[config.mk]
export PLATFORM = sky130hd
export DESIGN_NAME = wb_seq_master
export DESIGN_NICKNAME = d
export VERILOG_FILES = /design/src/rtl/wb_seq_pkg.sv /design/src/rtl/wb_seq_watchdog.sv /design/src/rtl/wb_seq_master.sv
export SDC_FILE = /design/constraint.sdc
export NUM_CORES = 1
export LEC_CHECK = 0
export CAP_MARGIN = 30
export CORE_ASPECT_RATIO = 1.25
export CORE_MARGIN = 2
export CORE_UTILIZATION = 42
export DETAILED_ROUTE_END_ITERATION = 16
export PLACE_DENSITY = 0.81
export RECOVER_POWER = 100
export SLEW_MARGIN = 20
export SYNTH_ARGS = -nofsm -noshare
export SYNTH_HDL_FRONTEND = slang
export SYNTH_SLANG_ARGS = --single-unit
[constraint.sdc]
create_clock -name CLK_I -period 3 [get_ports CLK_I]
set_clock_uncertainty 0.15 [all_clocks]
set_input_delay 0.9 -clock CLK_I [delete_from_list [all_inputs] [get_ports CLK_I]]
set_output_delay 0.9 -clock CLK_I [all_outputs]
set_load 0.1 [all_outputs]
[src/rtl/wb_seq_pkg.sv]
// Shared definitions for the Wishbone write/readback sequencer:
// state encoding, error-counter width and the data pattern D(p,a).
package wb_seq_pkg;

    typedef enum logic [2:0] {
        ST_IDLE   = 3'd0,
        ST_WR     = 3'd1,
        ST_WR_GAP = 3'd2,
        ST_RD     = 3'd3,
        ST_RD_GAP = 3'd4,
        ST_FIN    = 3'd5
    } seq_state_e;

    localparam int ERR_W = 16;
    localparam logic [ERR_W-1:0] ERR_MAX = 16'hFFFF;

    // Widest pattern supported; callers truncate to their data width.
    localparam int PAT_W = 64;

    function automatic logic [PAT_W-1:0] seq_pattern(
        input logic [PAT_W-1:0] seed,
        input logic [PAT_W-1:0] pass,
        input logic [PAT_W-1:0] addr,
        input int unsigned      addr_w
    );
        return seed + (pass << addr_w) + addr;
    endfunction

endpackage

[src/rtl/wb_seq_watchdog.sv]
// ACK wait counter for the sequencer; expired is raised in the last
// allowed wait cycle so the master can abandon the bus on the next edge.
module wb_seq_watchdog #(
    parameter int LIMIT = 16
) (
    input  logic clk,
    input  logic rst,
    input  logic clr,
    input  logic en,
    output logic expired
);

    localparam int CNT_W = $clog2(LIMIT + 1);

    logic [CNT_W-1:0] cnt_r;

    // Wait-cycle counter, restarted on each entry into a bus cycle.
    always_ff @(posedge clk) begin
        if (rst) begin
            cnt_r <= {CNT_W{1'b0}};
        end else if (clr) begin
            cnt_r <= {CNT_W{1'b0}};
        end else if (en && !expired) begin
            cnt_r <= cnt_r + {{(CNT_W-1){1'b0}}, 1'b1};
        end else begin
            cnt_r <= cnt_r;
        end
    end

    assign expired = en && (cnt_r == CNT_W'(LIMIT - 1));

endmodule

[src/rtl/wb_seq_master.sv]
// Wishbone classic master running write-then-readback sweeps over a slave
// and counting mismatches. Optional ACK timeout: define WB_SEQ_TIMEOUT_EN.
module wb_seq_master
    import wb_seq_pkg::*;
#(
    parameter int                ADDR_W      = 3,
    parameter int                DATA_W      = 32,
    parameter int                REPEAT      = 8,
    parameter logic [DATA_W-1:0] SEED        = 32'h0000_0000,
    parameter int                TIMEOUT_CYC = 16
) (
    input  logic              CLK_I,
    input  logic              RST_I,
    input  logic              START,
    input  logic              ACK_I,
    input  logic [DATA_W-1:0] DAT_I,
    output logic              CYC_O,
    output logic              STB_O,
    output logic              WE_O,
    output logic [ADDR_W-1:0] ADR_O,
    output logic [DATA_W-1:0] DAT_O,
    output logic              BUSY,
    output logic              DONE,
    output logic [ERR_W-1:0]  ERR_CNT,
    output logic              TMO_O
);

    localparam int PASS_W = (REPEAT > 1) ? $clog2(REPEAT) : 1;
    localparam logic [PASS_W-1:0] PASS_LAST = PASS_W'(REPEAT - 1);
    localparam logic [ADDR_W-1:0] ADDR_LAST = {ADDR_W{1'b1}};

    seq_state_e        state_r, state_s;
    logic [PASS_W-1:0] pass_r, pass_s;
    logic [ADDR_W-1:0] addr_r, addr_s;
    logic [ERR_W-1:0]  err_r, err_s;
    logic              tmo_r, tmo_s;
    logic              done_r, done_s;
    logic              busy_r, busy_s;
    logic              cyc_r, cyc_s;
    logic              we_r, we_s;
    logic [ADDR_W-1:0] adr_r, adr_s;
    logic [DATA_W-1:0] dat_r, dat_s;
    logic [DATA_W-1:0] exp_dat_s;
    logic              expired_s;
    logic              wd_clr_s;
    logic              wd_en_s;

`ifdef WB_SEQ_TIMEOUT_EN
    wb_seq_watchdog #(
        .LIMIT   (TIMEOUT_CYC)
    ) u_watchdog (
        .clk     (CLK_I),
        .rst     (RST_I),
        .clr     (wd_clr_s),
        .en      (wd_en_s),
        .expired (expired_s)
    );
`else
    assign expired_s = 1'b0;
`endif

    assign wd_en_s   = (state_r == ST_WR) || (state_r == ST_RD);
    assign wd_clr_s  = cyc_s && (state_s != state_r);
    assign exp_dat_s = DATA_W'(seq_pattern(PAT_W'(SEED), PAT_W'(pass_r), PAT_W'(addr_r), ADDR_W));

    // Next-state, sequence counters and next values of the registered outputs.
    always_comb begin
        state_s = state_r;
        pass_s  = pass_r;
        addr_s  = addr_r;
        err_s   = err_r;
        tmo_s   = tmo_r;
        done_s  = done_r;
        case (state_r)
            ST_IDLE, ST_FIN: begin
                if (START) begin
                    state_s = ST_WR;
                    pass_s  = {PASS_W{1'b0}};
                    addr_s  = {ADDR_W{1'b0}};
                    err_s   = {ERR_W{1'b0}};
                    tmo_s   = 1'b0;
                    done_s  = 1'b0;
                end else begin
                    state_s = state_r;
                end
            end
            ST_WR: begin
                if (ACK_I) begin
                    state_s = ST_WR_GAP;
                end else if (expired_s) begin
                    state_s = ST_FIN;
                    tmo_s   = 1'b1;
                    done_s  = 1'b1;
                end else begin
                    state_s = state_r;
                end
            end
            ST_WR_GAP: begin
                state_s = ST_RD;
            end
            ST_RD: begin
                if (ACK_I) begin
                    state_s = ST_RD_GAP;
                    if ((DAT_I != exp_dat_s) && (err_r != ERR_MAX)) begin
                        err_s = err_r + 16'd1;
                    end else begin
                        err_s = err_r;
                    end
                end else if (expired_s) begin
                    state_s = ST_FIN;
                    tmo_s   = 1'b1;
                    done_s  = 1'b1;
                end else begin
                    state_s = state_r;
                end
            end
            ST_RD_GAP: begin
                if (addr_r != ADDR_LAST) begin
                    addr_s  = addr_r + {{(ADDR_W-1){1'b0}}, 1'b1};
                    state_s = ST_WR;
                end else begin
                    addr_s = {ADDR_W{1'b0}};
                    if (pass_r != PASS_LAST) begin
                        pass_s  = pass_r + {{(PASS_W-1){1'b0}}, 1'b1};
                        state_s = ST_WR;
                    end else begin
                        state_s = ST_FIN;
                        done_s  = 1'b1;
                    end
                end
            end
            default: begin
                state_s = ST_IDLE;
            end
        endcase

        // Bus outputs follow the state being entered so they are registered.
        cyc_s  = (state_s == ST_WR) || (state_s == ST_RD);
        we_s   = (state_s == ST_WR);
        busy_s = (state_s == ST_WR) || (state_s == ST_WR_GAP) ||
                 (state_s == ST_RD) || (state_s == ST_RD_GAP);
        if (cyc_s) begin
            adr_s = addr_s;
        end else begin
            adr_s = {ADDR_W{1'b0}};
        end
        if (we_s) begin
            dat_s = DATA_W'(seq_pattern(PAT_W'(SEED), PAT_W'(pass_s), PAT_W'(addr_s), ADDR_W));
        end else begin
            dat_s = {DATA_W{1'b0}};
        end
    end

    // State and output registers.
    always_ff @(posedge CLK_I) begin
        if (RST_I) begin
            state_r <= ST_IDLE;
            pass_r  <= {PASS_W{1'b0}};
            addr_r  <= {ADDR_W{1'b0}};
            err_r   <= {ERR_W{1'b0}};
            tmo_r   <= 1'b0;
            done_r  <= 1'b0;
            busy_r  <= 1'b0;
            cyc_r   <= 1'b0;
            we_r    <= 1'b0;
            adr_r   <= {ADDR_W{1'b0}};
            dat_r   <= {DATA_W{1'b0}};
        end else begin
            state_r <= state_s;
            pass_r  <= pass_s;
            addr_r  <= addr_s;
            err_r   <= err_s;
            tmo_r   <= tmo_s;
            done_r  <= done_s;
            busy_r  <= busy_s;
            cyc_r   <= cyc_s;
            we_r    <= we_s;
            adr_r   <= adr_s;
            dat_r   <= dat_s;
        end
    end

    assign CYC_O   = cyc_r;
    assign STB_O   = cyc_r;
    assign WE_O    = we_r;
    assign ADR_O   = adr_r;
    assign DAT_O   = dat_r;
    assign BUSY    = busy_r;
    assign DONE    = done_r;
    assign ERR_CNT = err_r;
    assign TMO_O   = tmo_r;

endmodule

* After elaboration in Yosys (flattened, before gate mapping) *
Index checks and enable logic that the tools add are counted.

storage, ports and cells
  output and inout port bits = 57
  bits of input ports = 36
  register bits = 64
  logic and storage cells = 69

operators by class
  equal/unequal tests = 18
  reduce and logical (&&, ||, !) cells = 13
  bitwise gates (word level) = 2
  mux-type cells = 21
  $add $sub $neg = 5

operators with widths
  kind                                                  count
  two-way mux 16 bit                                    3
  != test 32 x 7 -> 1 bit                               1
  one-hot mux 16 bit (2 select lines)                   1
  two-way mux 3 bit                                     10
  adder 16 x 1 -> 16 bit (second input constant)        1
  != test 16 bit (second input constant)                1
  one-hot mux 3 bit (5 select lines)                    1
  adder 6 x 3 -> 7 bit                                  2
  equality test 3 x 2 -> 1 bit (second input constant)  4
  one-hot mux 3 bit (2 select lines)                    2
  equality test 3 bit (second input constant)           3
  != test 2 bit (second input constant)                 4
  AND reduction 4 bit                                   2
  adder 3 x 1 -> 3 bit (second input constant)          2
  equality test 3 x 1 -> 1 bit (second input constant)  2
  != test 3 bit (second input constant)                 2
  OR reduction 2 bit                                    3
  logical OR 1 bit                                      4
  nonzero test 2 bit                                    2
  zero test 3 bit                                       1
  two-way mux 1 bit                                     3
  != test 2 x 1 -> 1 bit (second input constant)        1
  NOT 1 bit                                             2
  one-hot mux 1 bit (2 select lines)                    1
  logical AND 1 bit                                     1

* Logic depth before layout (Yosys ltp) *
  depth in word-level cells = 8
  mapped depth = 8

* Least setup slack after synthesis *
No wires, ideal clock.

  path kind = register to register
  from = register err_r[1] (netlist: ERR_CNT[1])
  to = register err_r[11] (netlist: ERR_CNT[11])
  required time = 2.728 ns
  slack = -0.020 ns
  cell stages (with the launch flop) = 9
  data arrival time = 2.748 ns
  period minus slack after synthesis = 3.020 ns
  cell sequence = dfxtp_1 ha_1 nand3_1 nor3_1 a41oi_1 and3_1 buf_6 buf_6 a221o_1

on the way
  word-level cells in the longest chain between the ends = 4
  elaborated cells between the ends (all ways) = 8
  classes of those cells = add/sub: 1; eq/ne: 2; mux: 3; reduce/logical: 2

ends and longest elaborated chain
  element                                                                            RTL line                                    source
  start, declared                                                                    wb_seq_master.sv:35                         logic [ERR_W-1:0] err_r, err_s;
  start signal, assigned                                                             wb_seq_master.sv:160                        err_r <= {ERR_W{1'b0}};
  start signal, assigned                                                             wb_seq_master.sv:172                        err_r <= err_s;
  adder 16 x 1 -> 16 bit / != test 16 bit (equally long branches)                    wb_seq_master.sv:105, wb_seq_master.sv:104
  two-way mux 16 bit / logical AND 1 bit (equally long branches)                     wb_seq_master.sv:104                        if ((DAT_I != exp_dat_s) && (err_r != ERR_MAX)) begin
  two-way mux 16 bit / != test 2 x 1 -> 1 bit (equally long branches)                -
  one-hot mux 16 bit (2 select lines) / AND reduction 4 bit (equally long branches)  -

Several ways; a longest one is shown, not always the timed one. The select of a mux whose other input is x is not followed.
A chain may end at the register's enable or synchronous reset.

* Worst setup path after layout *
  from = input DAT_I[27]
  to = register err_r[3] (netlist: ERR_CNT[3])

on the way
  word-level cells in the longest chain between the ends = 4

ends and longest elaborated chain
  element                                  RTL line              source
  start, declared                          wb_seq_master.sv:16   input logic [DATA_W-1:0] DAT_I,
  != test 32 x 7 -> 1 bit                  wb_seq_master.sv:104
  logical AND 1 bit                        wb_seq_master.sv:104
  != test 2 x 1 -> 1 bit (no source line)  -
  AND reduction 4 bit (no source line)     -

No other way between the ends.

==> metrics.cfg <==
[route]
via_count = 1828
detail-route-antenna-nets = 0
remaining_drc_errors = 0
average_vias_per_placed_instance = 5.04
met2_wirelength_mm = 2.33
drt-wirelength-per-cell_um = 12.5
drtPass1Iterations = 4
top_layer = met4
met3_wirelength_um = 243
drt_iter0_markers = 89
wire_length_after_detailed_routing_mm = 4.53
wire_length_on_met1_mm = 1.85

[layout]
finalNetCount = 342
fraction_of_final_layout_cells_with_drive_strength_greater_than_1_pct = 11.2
syn_to_final_growth_pct = 25.1
number_of_diodes_added_for_antenna_fixing = 0

[synth]
synth.avg_cell_area_um2 = 8.74
synth_async_sr_flop_share_pct = 0
synth_top_family_by_area = simple AND/OR/NAND/NOR gates
synth_compound_area_share_pct = 14.0
synthesis.area_mm2 = 0.00204
yosysSeqAreaShare_pct = 37.2
synth_simple_gate_area_share_pct = 27.4
synth_seq_cells = 38
syn-instance-count = 234
synth_cell_type_count = 45
yosys-top-cells-area = sky130_fd_sc_hd__dfxtp_1 (37%), sky130_fd_sc_hd__buf_4 (11%), sky130_fd_sc_hd__nor2_1 (5.0%)
synthTopCellsByCount = sky130_fd_sc_hd__dfxtp_1 (38), sky130_fd_sc_hd__buf_4 (29), sky130_fd_sc_hd__nor2_1 (27)
synth_fa_ha_area_share_pct = 2.45
yosys.cell_count.top_type = sky130_fd_sc_hd__dfxtp_1
most_frequently_used_flop_master_after_synthesis = sky130_fd_sc_hd__dfxtp_1
yosys_warnings = 0
synth_enable_flop_cells = 0
synth_area_leader_cell = sky130_fd_sc_hd__dfxtp_1
yosys.area_share.xor_xnor_pct = 3.00
synth_top_area_share_pct = 37.2
synth.area.mux_share_pct = 2.08

[floorplan]
die_area_mm2 = 0.00545
die_w_um = 66.4
placementRows = 28
pin_count = 93
die_ht_um = 82.0
initial_utilization_pct = 43.2
design.core.area_mm2 = 0.00473

[cts]
h-tree-depth = 2
numCtsBuffers = 5
maximum_clock_path_buffer_count = 2
numClockSinks = 38
cts_root_buffer = sky130_fd_sc_hd__clkbuf_8
cts_tree = yes
clk-insertion-delay-late_ns = 0.29
worst_setup_hold_path_clk_slew_ns = 0.08

[global_route]
antenna_found_initial = 0
first_pass_grt_wire_length_mm = 7.26
maximum_number_of_pins_on_one_net_before_global_route_repair = 16
first_global_vias = 1732
gr-total-overflow = 0
grt_use_total_pct = 17.3

[job]
cap_violations = 0

[setup_path]
worstSetupEndpointType = flip-flop
startpoint_type_of_the_worst_setup_path = input port
timing.setup.critical_path_class = in2reg
r2r_setup_slack_ns = 0.61
timing.critical_path.arrival_ns = 2.91
crit_fanout = 14
worstPathRequired_ns = 3.04

[placement]
gp_congestion = 0.839
detailed_place_hpwl_mm = 3.54
io_buffer_count = 65

[pwr]
total_power_mw = 1.19
power_density_mw_per_mm2 = 464
static_leak_nw = 1.10
power.ir.vdd_worst_v = 0.000329

[timing]
max_freq_mhz = 348
final-max-slew-violation-count = 0
max-slew-margin-rel_pct = 21.0
timing_worst_slew_pin_value_ns = 1.19
min_period_over_period_pct = 95.9
final.min_clock_period_ns = 2.88
finalHoldViolations = 0
finalSetupViolCount = 0
setup_total_negative_slack_ns = 0
rsz_0062_raised_after_global_routing = false

[outcome]
outcome = completed

[hold_path]
hold_path.class = reg2reg

-- cell families (layout without fill, tap and decap cells) --
logic type	Yosys count	count (layout)
simple gates	105	105
fa+ha+maj	4	4
compound gates	34	34
flops	38	38
xor+xnor	7	7
mux	4	4
other cells	1	27
buf+inv	41	84
-- critical path: stages --
cell                              delay [ns]
sky130_fd_sc_hd__clkdlybuf4s50_1        0.41
sky130_fd_sc_hd__nor4_1                 0.30
sky130_fd_sc_hd__nand4_1                0.13
sky130_fd_sc_hd__or4_1                  0.52
sky130_fd_sc_hd__and3_2                 0.29
sky130_fd_sc_hd__a221o_2                0.36
-- per-layer routing --
metal,vias to the layer above,GRT usage [%]
met3,9,4.93
met4,0,8.37
li1,923,-
met1,840,17.3
met2,56,32.5
met5,-,0
-- metrics by stage --
step	setup slack [ns]	hold slack, ns	instances	area (um2)	utilization (%)
after floorplan	0.122	0.379	260	2140	-
after global placement	-0.256	0.315	355	2580	54.6
after detailed placement	-0.344	0.347	355	2580	54.6
after CTS	0.0489	0.358	363	2680	56.6
after global routing	0.0349	0.395	363	2560	54.1
final	0.123	0.356	363	2560	54.1
-- power by group --
part           leakage (nW)  internal, mW  switching (mW)  total (mW)
logic                 0.749        0.0640           0.233       0.297
clock network        0.0472         0.185           0.185       0.370
registers             0.308         0.512         0.00795       0.519
-- cell type report --
| type | instances | area (um2) |
|---|---|---|
| flip-flops and latches | 38 | 763 |
| fillers | 474 | 2170 |
| clock inverters | 2 | 12.5 |
| inverters | 5 | 18.8 |
| well taps | 60 | 75.1 |
| clock buffers | 6 | 82.6 |
| repair buffers | 71 | 505 |
| multi-input cells | 181 | 1100 |
-- registers in the layout (all words and copies together) (netlist names) --
| register | flops |
|---|---|
| pass_r | 3 |
| addr_r | 3 |
| DAT_O | 6 |
| CYC_O | 1 |
| DONE | 1 |
| WE_O | 1 |
| ERR_CNT | 16 |
| BUSY | 1 |
| state_r | 3 |
| ADR_O | 3 |
-- placed cells by master (no fill, tap or decap), types with 6 or more instances in the layout --
cell type,Yosys,final
sky130_fd_sc_hd__nor4_1,6,6
sky130_fd_sc_hd__dfxtp_1,38,36
sky130_fd_sc_hd__nand2_1,16,16
sky130_fd_sc_hd__and3_1,13,12
sky130_fd_sc_hd__clkdlybuf4s50_1,0,33
sky130_fd_sc_hd__clkbuf_8,0,6
sky130_fd_sc_hd__conb_1,1,27
sky130_fd_sc_hd__clkbuf_2,1,7
sky130_fd_sc_hd__clkbuf_1,4,26
sky130_fd_sc_hd__nor2_1,27,27
sky130_fd_sc_hd__xnor2_1,6,6
sky130_fd_sc_hd__a21oi_1,6,6
sky130_fd_sc_hd__a221o_1,10,10
sky130_fd_sc_hd__nand3_1,9,9
-- worst paths after layout --
kind,start,endpoint,cells past startpoint
max,DAT_I[27],ERR_CNT[3]$_SDFFE_PP0P_,6
min,ERR_CNT[1]$_SDFFE_PP0P_,ERR_CNT[1]$_SDFFE_PP0P_,2
max reg2reg,ERR_CNT[1]$_SDFFE_PP0P_,ERR_CNT[3]$_SDFFE_PP0P_,6
min reg2reg,ERR_CNT[1]$_SDFFE_PP0P_,ERR_CNT[1]$_SDFFE_PP0P_,2
-- repair_timing --
| action | 4_1_cts | 5_1_grt |
|---|---|---|
| setup buffers | 0 | 0 |
| setup endpoints to repair | 4 | 7 |
| hold buffers | 0 | 0 |
| resized for setup | 1 | 1 |
Power figures use the tool's default switching activity.
